### src/rtl/pipelined_cla_adder.sv
// ============================================================================
// pipelined_cla_adder
// ----------------------------------------------------------------------------
// Three-stage pipelined carry-lookahead adder/subtractor with a valid/ready
// stream interface on both sides.
//   S1: latch operands, invert B for subtract, form per-bit propagate/generate
//   S2: group propagate/generate and the group carry-in chain
//   S3: in-group lookahead carries, sum, carry out and signed overflow
//
// Parameters
//   WIDTH  operand/result width (>= 4, multiple of GROUP)
//   GROUP  lookahead group size in bits
//
// Ports
//   clk        rising-edge clock
//   rst_n      asynchronous active-low reset (drops every in-flight beat)
//   in_valid   operand beat valid
//   in_ready   block accepts the beat this cycle
//   in_a       operand A
//   in_b       operand B
//   in_cin     carry in (ignored when in_sub = 1)
//   in_sub     1 = A - B, 0 = A + B + cin
//   in_sat     saturate on overflow (only with CLA_SAT_EN)
//   out_valid  result beat valid
//   out_ready  downstream accepts the result
//   out_sum    result
//   out_cout   carry out of the MSB (subtract: 1 = no borrow)
//   out_ovf    signed two's-complement overflow
//
// Optional feature macro: CLA_SAT_EN
//   Adds in_sat. A beat with in_sat = 1 that overflows returns the most
//   positive or most negative value, chosen by the sign of operand A.
//   Without the macro the sum always wraps modulo 2^WIDTH.
// ============================================================================
module pipelined_cla_adder #(
    parameter int WIDTH = 16,
    parameter int GROUP = 4
) (
    input  logic             clk,
    input  logic             rst_n,
    input  logic             in_valid,
    output logic             in_ready,
    input  logic [WIDTH-1:0] in_a,
    input  logic [WIDTH-1:0] in_b,
    input  logic             in_cin,
    input  logic             in_sub,
`ifdef CLA_SAT_EN
    input  logic             in_sat,
`endif
    output logic             out_valid,
    input  logic             out_ready,
    output logic [WIDTH-1:0] out_sum,
    output logic             out_cout,
    output logic             out_ovf
);

    localparam int NG = WIDTH / GROUP;

    // Carry into position n of a group, written as the flat lookahead sum
    // g[n-1] | p[n-1]g[n-2] | ... | p[n-1]..p[0]cin. n = GROUP gives the
    // group generate (with cin = 0) or the group carry out.
    function automatic logic group_carry(input logic [GROUP-1:0] p,
                                         input logic [GROUP-1:0] g,
                                         input logic             cin,
                                         input int               n);
        logic c;
        logic prod;
        c    = 1'b0;
        prod = 1'b1;
        for (int k = GROUP - 1; k >= 0; k--) begin
            if (k < n) begin
                c    = c | (prod & g[k]);
                prod = prod & p[k];
            end
        end
        return c | (prod & cin);
    endfunction

    logic v1, v2, v3;
    logic ready1, ready2, ready3;

    // A stage may load whenever it is empty or its contents move on, so
    // bubbles collapse even while the output is stalled.
    assign ready3    = !v3 | out_ready;
    assign ready2    = !v2 | ready3;
    assign ready1    = !v1 | ready2;
    assign in_ready  = ready1;
    assign out_valid = v3;

    // ------------------------------------------------------------------
    // S1: operand capture. Subtract is A + ~B + 1.
    // ------------------------------------------------------------------
    logic [WIDTH-1:0] b_eff;
    logic [WIDTH-1:0] p1, g1;
    logic             c0_1;
`ifdef CLA_SAT_EN
    logic             sat1, amsb1;
`endif

    assign b_eff = in_sub ? ~in_b : in_b;

    always_ff @(posedge clk or negedge rst_n) begin
        if (!rst_n) begin
            v1    <= 1'b0;
            p1    <= '0;
            g1    <= '0;
            c0_1  <= 1'b0;
`ifdef CLA_SAT_EN
            sat1  <= 1'b0;
            amsb1 <= 1'b0;
`endif
        end else if (ready1) begin
            v1 <= in_valid;
            if (in_valid) begin
                p1    <= in_a ^ b_eff;
                g1    <= in_a & b_eff;
                c0_1  <= in_sub | in_cin;
`ifdef CLA_SAT_EN
                sat1  <= in_sat;
                amsb1 <= in_a[WIDTH-1];
`endif
            end
        end
    end

    // ------------------------------------------------------------------
    // S2: group lookahead. Each group's carry-in comes from the previous
    // group's GG | GP & carry.
    // ------------------------------------------------------------------
    logic [NG-1:0] gc_next;

    always_comb begin
        logic c;
        logic gp, gg;
        gc_next = '0;
        c       = c0_1;
        for (int gi = 0; gi < NG; gi++) begin
            gc_next[gi] = c;
            gp = &p1[gi*GROUP +: GROUP];
            gg = group_carry(p1[gi*GROUP +: GROUP], g1[gi*GROUP +: GROUP], 1'b0, GROUP);
            c  = gg | (gp & c);
        end
    end

    logic [WIDTH-1:0] p2, g2;
    logic [NG-1:0]    gc2;
`ifdef CLA_SAT_EN
    logic             sat2, amsb2;
`endif

    always_ff @(posedge clk or negedge rst_n) begin
        if (!rst_n) begin
            v2    <= 1'b0;
            p2    <= '0;
            g2    <= '0;
            gc2   <= '0;
`ifdef CLA_SAT_EN
            sat2  <= 1'b0;
            amsb2 <= 1'b0;
`endif
        end else if (ready2) begin
            v2 <= v1;
            if (v1) begin
                p2    <= p1;
                g2    <= g1;
                gc2   <= gc_next;
`ifdef CLA_SAT_EN
                sat2  <= sat1;
                amsb2 <= amsb1;
`endif
            end
        end
    end

    // ------------------------------------------------------------------
    // S3: every bit carry from its group carry-in; c_all is WIDTH+1 wide
    // so the MSB carry out is kept for cout and overflow.
    // ------------------------------------------------------------------
    logic [WIDTH:0]   c_all;
    logic [WIDTH-1:0] sum_c;
    logic             cout_c, ovf_c;

    always_comb begin
        c_all = '0;
        for (int gi = 0; gi < NG; gi++) begin
            for (int j = 0; j < GROUP; j++) begin
                c_all[gi*GROUP + j] = group_carry(p2[gi*GROUP +: GROUP],
                                                  g2[gi*GROUP +: GROUP], gc2[gi], j);
            end
        end
        c_all[WIDTH] = group_carry(p2[WIDTH-GROUP +: GROUP], g2[WIDTH-GROUP +: GROUP],
                                   gc2[NG-1], GROUP);
        cout_c = c_all[WIDTH];
        ovf_c  = c_all[WIDTH-1] ^ c_all[WIDTH];
        sum_c  = p2 ^ c_all[WIDTH-1:0];
`ifdef CLA_SAT_EN
        // Clamp toward the sign of A; cout and ovf still report the raw result.
        if (sat2 && ovf_c) begin
            sum_c = amsb2 ? {1'b1, {(WIDTH-1){1'b0}}} : {1'b0, {(WIDTH-1){1'b1}}};
        end
`endif
    end

    always_ff @(posedge clk or negedge rst_n) begin
        if (!rst_n) begin
            v3       <= 1'b0;
            out_sum  <= '0;
            out_cout <= 1'b0;
            out_ovf  <= 1'b0;
        end else if (ready3) begin
            v3 <= v2;
            if (v2) begin
                out_sum  <= sum_c;
                out_cout <= cout_c;
                out_ovf  <= ovf_c;
            end
        end
    end

endmodule

### config.mk
export PLATFORM = sky130hd
export DESIGN_NAME = pipelined_cla_adder
export DESIGN_NICKNAME = d
export VERILOG_FILES = /design/src/rtl/pipelined_cla_adder.sv
export SDC_FILE = /design/constraint.sdc
export NUM_CORES = 1
export LEC_CHECK = 0
export CAP_MARGIN = 10
export CORE_MARGIN = 3
export CORE_UTILIZATION = 45
export DETAILED_ROUTE_END_ITERATION = 8
export PLACE_DENSITY = 0.75
export SLEW_MARGIN = 10
export SYNTH_ARGS = -nofsm -noshare
export SYNTH_HDL_FRONTEND = slang
export SYNTH_SLANG_ARGS = --single-unit
### constraint.sdc
create_clock -name clk -period 4.3 [get_ports clk]
set_input_delay 0.645 -clock clk [delete_from_list [all_inputs] [get_ports clk]]
set_output_delay 0.645 -clock clk [all_outputs]
set_load 0.01 [all_outputs]
==> flow_summary.json <==
{
  "switching_share_pct": 29.7,
  "p_comb_share_pct": 29.0,
  "die_h_um": 99.4,
  "post_synth_inst_count": 298,
  "min_path_type": "in2async",
  "netSwitchingPower_mw": 0.749,
  "worst-endpoint-arrival_ns": 1.88,
  "ff2ff_setup_slack_ns": 2.43,
  "synth_warnings": 0,
  "synth_fp_nets": 356,
  "h-tree-depth": 3,
  "port_buffers": 57,
  "rsz0062_at_grt": "false",
  "globalRouteMet3Util_pct": 4.00,
  "synth_top_area_share_pct": 55.5,
  "clk_latency_ns": 0.34,
  "power.total_mw": 2.52,
  "grt-busiest-layer": "met2",
  "core-area_mm2": 0.00834,
  "route.detailed.drc": 0,
  "num_rows": 33,
  "drive_gt1_share_pct": 6.09,
  "cts_setup_buffers": 0,
  "areaGrowthSynthToFinish_pct": 21.4,
  "clk_path_buf_depth": 2,
  "grt_max_degree": 88,
  "grt_pass1_wl_mm": 11.6,
  "whs_ns": 0.480,
  "tightest_slew_ns": 1.07,
  "placedCellCount": 450,
  "rr_startpoint": "out_valid$_DFFE_PN0P_",
  "use_met2_pct": 23.8,
  "setup_viol": 0,
  "final_common_cell": "dfrtp_1",
  "clk_pin_slew_ns": 0.08,
  "setup.worst_path.class": "in2out",
  "synthesis.area_mm2": 0.00392,
  "min_period_ns": 2.52,
  "final.setup.tns_ns": 0,
  "synth_seq_cells": 87,
  "ios": 58,
  "drt_pass1_iterations": 4,
  "end_kind": "output port",
  "worstRegToRegCells": 4,
  "grt_pass1_vias": 2457,
  "place_congestion": 0.717,
  "startpoint_type": "input port",
  "r2r_end": "g1[8]$_DFFE_PN0P_",
  "cts_tree": "done",
  "drv_slew": 0,
  "hpwl_mm": 4.58,
  "p_leak_nw": 2.17,
  "die_x_um": 99.4,
  "syn_avg_cell_area_um2": 13.2,
  "die_area_mm2": 0.00988,
  "fin_crit_sh_pct": 58.6,
  "start_util_pct": 47.0,
  "power_density_mw_per_mm2": 529,
  "skew_ns": 0.00665,
  "grt_overflow_total": 0,
  "clock_sinks": 87,
  "p_clk_share_pct": 21.9,
  "cts_buffers": 9,
  "grtUsageMet1_pct": 19.6,
  "track_usage_pct": 14.9,
  "synth_largest_area_cell": "dfrtp_1",
  "antenna_left": 0,
  "p_int_mw": 1.77,
  "antenna_found_initial": 0,
  "cap_violations": 0,
  "via_count": 2340,
  "status": "finished clean",
  "ys_seq_area_share_pct": 55.5,
  "clock-root-buffer": "clkbuf_8",
  "nNetsFinal": 414,
  "drt-initial-drc-count": 70,
  "ir_worst_vdd_mv": 0.232,
  "cp_max_fo": 3,
  "multiInputGateArea_mm2": 0.00168,
  "drt_wl_total_mm": 6.58,
  "synth.area.top_cells": "dfrtp_1 (55%), mux2_1 (19%), ha_1 (6.4%), xor2_1 (5.1%), o21ai_1 (2.0%)",
  "hold_viol": 0,
  "regArea_mm2": 0.00218,
  "max_freq_ghz": 0.397,
  "seqPwrFrac_pct": 49.0,
  "routedWlPerCell_um": 14.1,
  "synth_cell_types": 27,
  "fill_cells": 729,
  "cts.hold.buffers_added": 0,
  "viasPerCell": 5.02,
  "final_cell_mix": "dfrtp_1 (87), mux2_1 (65), clkdlybuf4s50_1 (56)",
  "slew-limit-headroom_pct": 28.7,
  "antenna_cells": 0,
  "finalNonFillerCells": 466,
  "cts_resized": 0,
  "required_ns": 3.65
}
power by group through the flow:
stage                     sequential (mW)  clock, mW  combinational, mW
final                                1.24      0.553              0.732
after global routing                 1.28      0.611              0.824
after CTS                            1.24      0.572              0.752
after detailed placement             1.25          0              0.747
after global placement               1.24          0              0.725
after floorplan                      1.25          0              0.417
state kept, by name, indices dropped and copies added (netlist names):
signal and count:
c0_1 1, g1 16, g2 13, gc2 4
out_cout 1, out_ovf 1, out_sum 16, out_valid 1
p1 16, p2 16, v1 1, v2 1
how the worst max path moves through the flow:
stage	startpoint	to	slack [ns]	cells past startpoint
final	out_ready	in_ready	1.78	4
after global routing	out_ready	in_ready	1.73	4
after CTS	out_ready	in_ready	1.76	4
after detailed placement	in_sub	p1[3]$_DFFE_PN0P_	1.53	4
after floorplan	in_sub	p1[15]$_DFFE_PN0P_	2.25	5
after global placement	in_sub	p1[12]$_DFFE_PN0P_	1.57	4
Yosys cell counts (all sizes together):
library cell  count
a21o              8
o31a              1
xor2             23
o22ai             1
mux2             67
nor2b             1
o21ai            18
nand4             1
o21bai            1
nand2b            5
inv               2
dfrtp            87
nor2              9
a211oi            1
a21oi            12
clkbuf            3
xnor2             5
ha               20
buf               8
nand2            23
nand3             2
final cells by class:
| class | count | share of cell area, % |
|---|---|---|
| inverter | 2 | 0.158 |
| timing repair buffer | 58 | 12.1 |
| tap | 105 | 2.76 |
| clock inverter | 4 | 0.946 |
| sequential | 87 | 45.7 |
| clock buffer | 12 | 3.05 |
| multi-input combinational | 198 | 35.3 |
routing by layer:
layer	routed length (µm)	vias up
li1	-	1140
met5	0	-
met2	3180	45
met1	3070	1150
met3	290	5
met4	45	0
worst max-delay path: stages:
cell and delay, ns:
clkdlybuf4s50_1 0.41, nor2b_1 0.16, nand3_1 0.15, clkdlybuf4s50_1 0.51
metrics by stage:
| stage | util (%) | cell area (µm²) | setup slack [ns] |
|---|---|---|---|
| after global routing | 57.1 | 4760 | 1.73 |
| after detailed placement | 54.8 | 4570 | 1.53 |
| final | 57.1 | 4760 | 1.78 |
| after CTS | 57.1 | 4760 | 1.76 |
| after floorplan | - | 3920 | 2.25 |
| after global placement | 54.8 | 4570 | 1.57 |
logic make-up after synthesis:
kind of cell	synth area share [%]
xor gates and xnor gates	6.25
and+or+nand+nor	4.56
buffers and inverters	1.69
DFF	55.5
adders and majority gates	6.38
muxes	19.3
AOI/OAI and AO/OA	6.31
Power figures use the tool's default switching activity.
